## config.mk

```make
export PLATFORM = sky130hd
export DESIGN_NAME = spi_sipo_deser_flat
export DESIGN_NICKNAME = d
export VERILOG_FILES = /design/src/rtl/spi_sipo_deser_if.sv /design/src/rtl/spi_sipo_deser.sv /design/src/flat_wrapper.sv
export SDC_FILE = /design/constraint.sdc
export NUM_CORES = 1
export LEC_CHECK = 0
export CORE_ASPECT_RATIO = 1.25
export CORE_MARGIN = 4
export CORE_UTILIZATION = 52
export CTS_CLUSTER_DIAMETER = 30
export CTS_CLUSTER_SIZE = 12
export DETAILED_ROUTE_END_ITERATION = 6
export PLACE_DENSITY = 0.8
export SLEW_MARGIN = 20
export SYNTH_ARGS = -nofsm -noshare
export SYNTH_HDL_FRONTEND = slang
export SYNTH_SLANG_ARGS = --single-unit
```

## constraint.sdc

```tcl
create_clock -name clk -period 3.15 [get_ports clk]
set_input_delay 0.63 -clock clk [delete_from_list [all_inputs] [get_ports clk]]
set_output_delay 0.63 -clock clk [all_outputs]
set_load 0.05 [all_outputs]
```

## src/rtl/spi_sipo_deser_if.sv

```systemverilog
// Output word port of the SPI receive deserialiser: the completed word plus its
// valid/ready handshake towards the RX FIFO / register file.
// Optional feature macro: SPI_SIPO_PARITY_EN adds the parity_err flag that
// travels with data_out.
interface spi_sipo_deser_if #(
  parameter int DATA_W = 8
);
  logic [DATA_W-1:0] data_out;
  logic              out_valid;
  logic              out_ready;
`ifdef SPI_SIPO_PARITY_EN
  logic              parity_err;
`endif

  // Deserialiser side: produces the word, observes the consumer's ready
  modport master (
    output data_out,
    output out_valid,
`ifdef SPI_SIPO_PARITY_EN
    output parity_err,
`endif
    input  out_ready
  );

  // Consumer side: takes the word when out_valid && out_ready
  modport slave (
    input  data_out,
    input  out_valid,
`ifdef SPI_SIPO_PARITY_EN
    input  parity_err,
`endif
    output out_ready
  );
endinterface

```

## src/rtl/spi_sipo_deser.sv

```systemverilog
// SPI receive deserialiser: shifts MISO bits in on shift_en, counts bits per
// frame and presents each completed DATA_W-bit word on a valid/ready port.
// A word that completes while the previous one is still unaccepted is dropped
// and the sticky overrun flag is raised; clr (CS deassert) restarts the frame.
// Optional feature macro: SPI_SIPO_PARITY_EN appends one even-parity bit to
// every frame (always the last bit) and reports the check in parity_err.
module spi_sipo_deser #(
  parameter int DATA_W    = 8,
  parameter bit LSB_FIRST = 1'b0
) (
  input  logic                    clk,
  input  logic                    rst,
  input  logic                    clr,
  input  logic                    shift_en,
  input  logic                    miso,
  spi_sipo_deser_if.master        out_if,
  output logic                    busy,
  output logic                    overrun
);

`ifdef SPI_SIPO_PARITY_EN
  localparam int PAR_BITS = 1;
`else
  localparam int PAR_BITS = 0;
`endif
  localparam int FRAME_BITS = DATA_W + PAR_BITS;
  localparam int CNT_W      = $clog2(FRAME_BITS + 1);

  // Insert one received bit at the end selected by the bit order.
  function automatic logic [DATA_W-1:0] shift_in(input logic [DATA_W-1:0] sr,
                                                 input logic              bit_in);
    if (LSB_FIRST)
      return {bit_in, sr[DATA_W-1:1]};
    else
      return {sr[DATA_W-2:0], bit_in};
  endfunction

  // Stage p0: shift register and bit counter of the frame being received
  logic [DATA_W-1:0] sr_p0;
  logic [CNT_W-1:0]  cnt_p0;
  logic              busy_p0;

  // Stage p1: held output word and its status
  logic [DATA_W-1:0] data_p1;
  logic              vld_p1;
  logic              ovr_p1;
`ifdef SPI_SIPO_PARITY_EN
  logic              perr_p1;
  logic              perr_nxt;
`endif

  logic [DATA_W-1:0] sr_nxt;
  logic [CNT_W-1:0]  cnt_nxt;
  logic [DATA_W-1:0] word_nxt;
  logic              frame_last;
  logic              complete;
  logic              accept;
  logic              load;
  logic              drop;

  assign frame_last = (cnt_p0 == CNT_W'(FRAME_BITS - 1));

  // Next frame state, word assembly and output-register decisions
  always_comb begin
    sr_nxt   = sr_p0;
    cnt_nxt  = cnt_p0;
    complete = 1'b0;
`ifdef SPI_SIPO_PARITY_EN
    // The parity bit is never shifted into sr: the data word is already complete.
    word_nxt = sr_p0;
    perr_nxt = (^sr_p0) ^ miso;
`else
    // The final data bit is folded in directly so the word is ready one cycle later.
    word_nxt = shift_in(sr_p0, miso);
`endif
    if (clr) begin
      // CS deassert wins over a coincident shift: that bit is discarded.
      sr_nxt  = '0;
      cnt_nxt = '0;
    end else if (shift_en) begin
      complete = frame_last;
      cnt_nxt  = frame_last ? '0 : cnt_p0 + CNT_W'(1);
`ifdef SPI_SIPO_PARITY_EN
      if (cnt_p0 < CNT_W'(DATA_W))
        sr_nxt = shift_in(sr_p0, miso);
`else
      sr_nxt = shift_in(sr_p0, miso);
`endif
    end
    accept = vld_p1 && out_if.out_ready;
    // A new word may enter when the register is empty or is being emptied now.
    load   = complete && (!vld_p1 || out_if.out_ready);
    drop   = complete && vld_p1 && !out_if.out_ready;
  end

  // Stage p0 registers: frame shift register, bit counter, busy flag
  always_ff @(posedge clk) begin
    if (rst) begin
      sr_p0   <= '0;
      cnt_p0  <= '0;
      busy_p0 <= 1'b0;
    end else begin
      sr_p0   <= sr_nxt;
      cnt_p0  <= cnt_nxt;
      busy_p0 <= (cnt_nxt != '0);
    end
  end

  // Stage p1 registers: held word, valid handshake, sticky overrun
  always_ff @(posedge clk) begin
    if (rst) begin
      data_p1 <= '0;
      vld_p1  <= 1'b0;
      ovr_p1  <= 1'b0;
`ifdef SPI_SIPO_PARITY_EN
      perr_p1 <= 1'b0;
`endif
    end else begin
      if (load) begin
        data_p1 <= word_nxt;
`ifdef SPI_SIPO_PARITY_EN
        perr_p1 <= perr_nxt;
`endif
      end
      if (load)
        vld_p1 <= 1'b1;
      else if (accept)
        vld_p1 <= 1'b0;
      // clr blocks completion, so a drop can never coincide with the clear.
      if (clr)
        ovr_p1 <= 1'b0;
      else if (drop)
        ovr_p1 <= 1'b1;
    end
  end

  assign out_if.data_out   = data_p1;
  assign out_if.out_valid  = vld_p1;
`ifdef SPI_SIPO_PARITY_EN
  assign out_if.parity_err = perr_p1;
`endif
  assign busy    = busy_p0;
  assign overrun = ovr_p1;

endmodule

```

## src/flat_wrapper.sv

```systemverilog
// flat-port wrapper written by rule: the top's interface ports become plain ports
module spi_sipo_deser_flat 
#(
  parameter int DATA_W    = 8,
  parameter bit LSB_FIRST = 1'b0
)
  (clk, rst, clr, shift_en, miso, busy, overrun, out_if_data_out, out_if_out_valid, out_if_out_ready);
  spi_sipo_deser_if #(.DATA_W(DATA_W)) out_if_i ();
  input  logic clk;
  input  logic rst;
  input  logic clr;
  input  logic shift_en;
  input  logic miso;
  output logic busy;
  output logic overrun;
  output wire logic [$bits(out_if_i.data_out)-1:0] out_if_data_out;
  output wire logic [$bits(out_if_i.out_valid)-1:0] out_if_out_valid;
  input wire logic [$bits(out_if_i.out_ready)-1:0] out_if_out_ready;
  assign out_if_data_out = out_if_i.data_out;
  assign out_if_out_valid = out_if_i.out_valid;
  assign out_if_i.out_ready = out_if_out_ready;
  spi_sipo_deser #(.DATA_W(DATA_W), .LSB_FIRST(LSB_FIRST)) u_core (.clk(clk), .rst(rst), .clr(clr), .shift_en(shift_en), .miso(miso), .out_if(out_if_i), .busy(busy), .overrun(overrun));
endmodule
```

==> flow_metrics.env, run 1 <==
export IMPL_clk_latency_ns=0.29
export IMPL_drcViolationCount=0
export IMPL_path_clk_slew_ns=0.11
export IMPL_grt_pass1_wl_um=2820
export IMPL_r2r_start="u_core.cnt_p0[0]$_SDFF_PP0_"
export IMPL_slowest_delay_ns=0.81
export IMPL_synth_simple_area_share_pct=19.3
export IMPL_wl_um=1610
export IMPL_synth_cell_types=26
export IMPL_cts_buffers=3
export IMPL_slowest_stage="clkdlybuf4s50_1"
export IMPL_setup_viol=0
export IMPL_synthesis_area_um2=870
export IMPL_period_minus_slack_ns=2.09
export IMPL_grt_pass1_vias=647
export IMPL_worst_slack_ns=1.06
export IMPL_critPathLaunchType="flop"
export IMPL_fp_dieH_um=53.7
export IMPL_finalClockSkew_ns=0.00191
export IMPL_final_setup_tns_ns=0
export IMPL_endpoint_kind="output port"
export IMPL_worstHoldEndpoint="u_core.overrun$_SDFFE_PP0P_"
export IMPL_placeableCoreArea_um2=1580
export IMPL_cts_tree="built"
export IMPL_num_vias=652
export IMPL_root_buffer="clkbuf_4"
export IMPL_crit_fanout=2
export IMPL_pre_cts_slack_ns=0.778
export IMPL_critPathKind="reg2out"
export IMPL_worst_path_stages=1
export IMPL_crit_chain="clkdlybuf4s50_1"
export IMPL_grt_total_usage_pct=15.9
export IMPL_antennaDiodeCount=0
export IMPL_synthXorXnorAreaFrac_pct=1.01
export IMPL_cp_required_ns=2.52
export IMPL_leakage_nw=0.385
export IMPL_fin_util_pct=68.2
export IMPL_drv_cap=0
export IMPL_rrSetupSlack_ns=1.17
export IMPL_critPathBufInv=1
export IMPL_grt_overflow=0
export IMPL_syn_inst=86
export IMPL_min_from="u_core.overrun$_SDFFE_PP0P_"
export IMPL_worst_pin_slew_ns=0.711
export IMPL_wl_per_cell_um=13.3
export IMPL_synth_warnings=0
export IMPL_vias_per_cell=5.39
export IMPL_cts_sinks=22
export IMPL_hold_depth=2
export IMPL_status="finished, final reports clean"
export IMPL_fmax_ghz=0.477
export IMPL_antenna_left=0
export IMPL_max_slew_margin_pct=52.2
export IMPL_ys_seq_elements=22
export IMPL_reg2reg_depth=5
export IMPL_syn_area_per_cell_um2=10.1
export IMPL_area_delta_synth_final_pct=24.0
export IMPL_cp_top_family="buffers and inverters"
export IMPL_yosys_area_share_adder_pct=1.44
export IMPL_synthMuxAreaShare_pct=19.6
export IMPL_hpwl_um=1110
export IMPL_grt_max_degree=14
export IMPL_drt_first_pass_iters=4
export IMPL_cts_resized=0
export IMPL_finalMaxSlewViolations=0
export IMPL_mappedNetlistNets=93
export IMPL_cts_hold_buf=0
export IMPL_die_w_um=44.6
export IMPL_ir_drop_mv=0.361
export IMPL_min_period_over_period_pct=66.5
export IMPL_gp_congestion=0.766
export IMPL_final_hold_viol_count=0
export IMPL_start_util_pct=55.0
export IMPL_drtIter0Drc=6
export IMPL_reg2reg_to="u_core.out_if.data_out[3]$_SDFFE_PP0P_"
export IMPL_cts_setup_buffers=0
export IMPL_p_total_mw=0.458
export IMPL_synth_compound_area_share_pct=5.61
export IMPL_die_area_um2=2390
export IMPL_io_buffers=16
export IMPL_antenna_found_initial=0
export IMPL_rsz0062_at_grt="no"
export IMPL_ctsHtreeMaxLevel=1
export IMPL_std_cell_rows=16
export IMPL_drive_gt1_share_pct=9.71
export IMPL_ioPinCount=17
export IMPL_fin_nets=111
export IMPL_hold_class="reg2reg"
export IMPL_synth_top_family_by_area="multiplexers"
export IMPL_ys_seq_area_share_pct=50.6
export IMPL_cts_buffer_depth=2
export IMPL_pwr_density_cell_nw_per_um2=425
export IMPL_worst_ep_arrival_time_ns=1.46
## flip-flops by register name, summed over array words and instances, names as in the netlist
signal                   cells
u_core.out_if.data_out       8
u_core.sr_p0                 7
u_core.cnt_p0                4
u_core.busy                  1
u_core.out_if.out_valid      1
u_core.overrun               1
## worst max path at each step
stage                                           start                                     end  slack [ns]
6_report       u_core.out_if.data_out[4]$_SDFFE_PP0P_                      out_if_data_out[4]        1.06
5_1_grt                                      shift_en  u_core.out_if.data_out[1]$_SDFFE_PP0P_        0.99
4_1_cts        u_core.out_if.data_out[4]$_SDFFE_PP0P_                      out_if_data_out[4]        1.03
3_5_place_dp                                 shift_en  u_core.out_if.data_out[3]$_SDFFE_PP0P_        0.78
3_3_place_gp                                 shift_en  u_core.out_if.data_out[1]$_SDFFE_PP0P_        0.81
2_1_floorplan             u_core.cnt_p0[0]$_SDFF_PP0_  u_core.out_if.data_out[0]$_SDFFE_PP0P_        1.46
## layer usage
metal  GRT usage (%)  part of all wire (%)  vias up
met5               0                     0        -
met4            9.05                   1.1        0
met3            2.34                   2.6        2
met2            27.0                    52        8
met1            18.7                    44      314
li1                -                     -      328
## synth_stat cells (all sizes together)
cell    instances  area, um2
dfxtp          22        440
or4             1       7.51
nand2           2       10.0
or2             1       6.26
nor3            1       5.00
clkbuf          2       7.51
ha              1       12.5
or3             1       6.26
buf             2       10.0
o21ai           1       5.00
mux2i          17        170
o21ba           1       10.0
nor2b           1       6.26
inv             1       3.75
nor2           19       71.3
nand4           1       6.26
nand2b          2       15.0
a21oi           4       20.0
nor3b           1       7.51
nor4            1       21.3
nand3           1       5.00
xor2            1       8.76
o31ai           1       7.51
a31oi           1       6.26
## cell type report
cell class                      instances  area, um2
Inverter                                1       3.75
Timing Repair Buffer                   17        168
Tap cell                               18       22.5
Multi-Input combinational cell         59        408
Sequential cell                        22        440
Fill cell                             124        503
Clock buffer                            4       36.3
## where the power goes
part           internal (mW)  total, mW  switching [mW]
sequential             0.280      0.282         0.00198
combinational         0.0139     0.0287          0.0148
clock                 0.0704      0.147          0.0769
## kinds of logic after synthesis
kind of cell | Yosys count
DFF | 22
and+or+nand+nor | 32
xor gates and xnor gates | 1
AOI/OAI and AO/OA | 8
muxes | 17
adders and majority gates | 1
buffers and inverters | 5
## cell usage in the layout (no fill, tap or decap), drive strengths merged
| cell | count |
|---|---|
| nor3 | 1 |
| clkbuf | 4 |
| or2 | 1 |
| o21ba | 1 |
| dfxtp | 22 |
| nand3 | 1 |
| clkdlybuf4s50 | 16 |
| buf | 1 |
| nor3b | 1 |
| nand4 | 1 |
| o31ai | 1 |
| or3 | 1 |
| mux2i | 17 |
| nor4 | 1 |
| nand2b | 2 |
| o21ai | 1 |
| inv | 1 |
| or4 | 1 |
| xor2 | 1 |
| nand2 | 2 |
| a21oi | 4 |
| nor2b | 1 |
| nor2 | 19 |
| ha | 1 |
| a31oi | 1 |
## stage by stage
stage	hold slack (ns)	std cells	instance area (um2)
after CTS	0.490	121	1080
after global routing	0.537	121	1080
final	0.487	121	1080
after detailed placement	0.461	117	1040
after floorplan	0.460	86	870
after global placement	0.457	117	1040
No activity file was read; power rests on OpenSTA's default activity.
==> run 2, diff against run 1 <==
--- a/config.mk
+++ b/config.mk
@@ -7,11 +7,11 @@
 export LEC_CHECK = 0
 export CORE_ASPECT_RATIO = 1.25
 export CORE_MARGIN = 4
-export CORE_UTILIZATION = 52
+export CORE_UTILIZATION = 44
 export CTS_CLUSTER_DIAMETER = 30
 export CTS_CLUSTER_SIZE = 12
 export DETAILED_ROUTE_END_ITERATION = 6
-export PLACE_DENSITY = 0.8
+export PLACE_DENSITY = 0.72
 export SLEW_MARGIN = 20
 export SYNTH_ARGS = -nofsm -noshare
 export SYNTH_HDL_FRONTEND = slang
==> constraint.sdc (replaced) <==
create_clock -name clk -period 1.79 [get_ports clk]
set_input_delay 0.358 -clock clk [delete_from_list [all_inputs] [get_ports clk]]
set_output_delay 0.358 -clock clk [all_outputs]
set_load 0.05 [all_outputs]
==> run 2 against run 1 <==
- sequential share of layout area shrank 1.2 points
- routed wire length down 1.6%
- cell count grew 4.1%
- count of clock-buffer cells in the layout down 1
- critical path type is now reg2reg
- critical endpoint is now u_core.out_if.data_out[7]$_SDFFE_PP0P_
==> flow_metrics.env, run 2 (synthesis results as in run 1) <==
export IMPL_vias_per_cell=5.17
export IMPL_setup_viol=0
export IMPL_ctsHtreeMaxLevel=1
export IMPL_grt_overflow=0
export IMPL_multi_input_area_um2=408
export IMPL_endpoint_kind="flop"
export IMPL_fin_util_pct=60.7
export IMPL_gp_congestion=0.795
export IMPL_hold_class="reg2reg"
export IMPL_root_buffer="clkbuf_4"
export IMPL_rrSetupSlack_ns=0.17
export IMPL_finalClockSkew_ns=0.00220
export IMPL_hpwl_um=1140
export IMPL_wl_per_cell_um=12.5
export IMPL_drcViolationCount=0
export IMPL_r2r_start="u_core.cnt_p0[0]$_SDFF_PP0_"
export IMPL_area_delta_synth_final_pct=27.8
export IMPL_finalMaxSlewViolations=0
export IMPL_cp_top_family="simple AND/OR/NAND/NOR gates"
export IMPL_die_area_um2=2760
export IMPL_hold_depth=2
export IMPL_reg2reg_to="u_core.out_if.data_out[7]$_SDFFE_PP0P_"
export IMPL_critPathLaunchType="flop"
export IMPL_fin_nets=115
export IMPL_cts_buffer_depth=2
export IMPL_crit_fanout=8
export IMPL_max_slew_margin_pct=77.4
export IMPL_cts_resized=0
export IMPL_critPathBufInv=1
export IMPL_layout_commonest_cell="dfxtp_1"
export IMPL_fp_dieH_um=57.7
export IMPL_final_setup_tns_ns=0
export IMPL_grt_pass1_wl_um=2770
export IMPL_slowest_stage="dfxtp_1"
export IMPL_reg2reg_depth=6
export IMPL_grt_max_degree=14
export IMPL_cts_sinks=22
export IMPL_path_clk_slew_ns=0.12
export IMPL_cts_hold_buf=0
export IMPL_pwr_density_cell_nw_per_um2=834
export IMPL_critPathKind="reg2reg"
export IMPL_drt_first_pass_iters=4
export IMPL_drv_cap=0
export IMPL_worst_pin_slew_ns=0.338
export IMPL_drive_gt1_share_pct=23.4
export IMPL_ff_latch_area_um2=440
export IMPL_worstHoldEndpoint="u_core.overrun$_SDFFE_PP0P_"
export IMPL_placeableCoreArea_um2=1830
export IMPL_whs_ns=0.488
export IMPL_antenna_left=0
export IMPL_worst_ep_arrival_time_ns=1.84
export IMPL_final_hold_viol_count=0
export IMPL_largest_reg_flops=8
export IMPL_p_total_mw=0.927
export IMPL_slowest_delay_ns=0.44
export IMPL_die_w_um=47.8
export IMPL_min_period_over_period_pct=90.3
export IMPL_fmax_ghz=0.618
export IMPL_cp_required_ns=2.01
export IMPL_antennaDiodeCount=0
export IMPL_grt_pass1_vias=658
export IMPL_clk_latency_ns=0.31
export IMPL_rsz0062_at_grt="no"
export IMPL_cts_setup_buffers=0
export IMPL_drtIter0Drc=7
export IMPL_start_util_pct=47.5
export IMPL_leakage_nw=0.436
export IMPL_wl_um=1580
export IMPL_min_from="u_core.overrun$_SDFFE_PP0P_"
export IMPL_crit_chain="ha_1, nand2_2, nor4_4, buf_12, mux2i_1, nor2_1"
export IMPL_grt_total_usage_pct=14.1
export IMPL_num_vias=651
export IMPL_period_minus_slack_ns=1.62
export IMPL_ioPinCount=17
export IMPL_io_buffers=16
export IMPL_ir_drop_mv=0.644
export IMPL_std_cell_rows=17
export IMPL_cts_tree="built"
export IMPL_antenna_found_initial=0
export IMPL_final_cell_mix="dfxtp_1, nor2_1, mux2i_1"
export IMPL_fillCellCount=164
export IMPL_cts_buffers=3
export IMPL_status="finished, final reports clean"
[run 2: cell types whose count changed in the layout (fill, tap and decap cells not counted)]
cell / change
buf_4: +14
clkdlybuf4s50_1: -11
buf_12: +1
bufinv_16: +1
clkbuf_8: -1
[run 2: worst reg2reg max path: stages (launching register included)]
cell and delay (ns):
dfxtp_1 0.44, ha_1 0.28, nand2_2 0.10, nor4_4 0.30
buf_12 0.17, mux2i_1 0.19, nor2_1 0.05
[run 2: through the flow]
step	setup slack (ns)	cell area [um2]	cells
after CTS	0.157	1110	126
after detailed placement	0.0243	1060	122
after global routing	0.0189	1110	126
final	0.173	1110	126
after floorplan	0.0952	870	86
after global placement	0.0356	1060	122
[run 2: layout make-up]
class / instances / area share, %
sequential: 22 / 39.6
multi-input combinational: 59 / 36.7
timing repair buffer: 21 / 16.4
clock inverter: 1 / 2.70
tap: 19 / 2.14
clock buffer: 3 / 2.03
inverter: 1 / 0.338
[run 2: how the worst max path moves through the flow]
| stage | from | to | slack (ns) | depth (start not counted) |
|---|---|---|---|---|
| global placement | shift_en | u_core.out_if.data_out[3]$_SDFFE_PP0P_ | 0.04 | 6 |
| finish | u_core.cnt_p0[0]$_SDFF_PP0_ | u_core.out_if.data_out[7]$_SDFFE_PP0P_ | 0.17 | 6 |
| global route | u_core.cnt_p0[0]$_SDFF_PP0_ | u_core.out_if.data_out[5]$_SDFFE_PP0P_ | 0.02 | 6 |
| floorplan | u_core.cnt_p0[0]$_SDFF_PP0_ | u_core.out_if.data_out[0]$_SDFFE_PP0P_ | 0.1 | 5 |
| CTS | u_core.cnt_p0[0]$_SDFF_PP0_ | u_core.out_if.data_out[1]$_SDFFE_PP0P_ | 0.16 | 6 |
| detailed placement | shift_en | u_core.out_if.data_out[1]$_SDFFE_PP0P_ | 0.02 | 6 |
[run 2: report_power, final]
part	leakage, nW	internal [mW]	switching (mW)
clock network	0.0279	0.226	0.150
registers	0.178	0.493	0.00330
logic	0.230	0.0269	0.0266
[run 2: routing by layer]
| metal | vias to the layer above | track usage, % | part of all wire, % |
|---|---|---|---|
| li1 | 336 | - | - |
| met1 | 294 | 18.0 | 44 |
| met2 | 17 | 20.6 | 47 |
| met3 | 4 | 3.73 | 5.8 |
| met4 | 0 | 8.08 | 2.4 |
| met5 | - | 0 | 0 |
==> run 3, diff against run 2 <==
--- a/config.mk
+++ b/config.mk
@@ -5,6 +5,7 @@
 export SDC_FILE = /design/constraint.sdc
 export NUM_CORES = 1
 export LEC_CHECK = 0
+export ABC_CLOCK_PERIOD_IN_PS = 1790
 export CORE_ASPECT_RATIO = 1.25
 export CORE_MARGIN = 4
 export CORE_UTILIZATION = 44
==> results of run 3 <==
No change in the layout: final DEF, timing and power equal those of run 2.
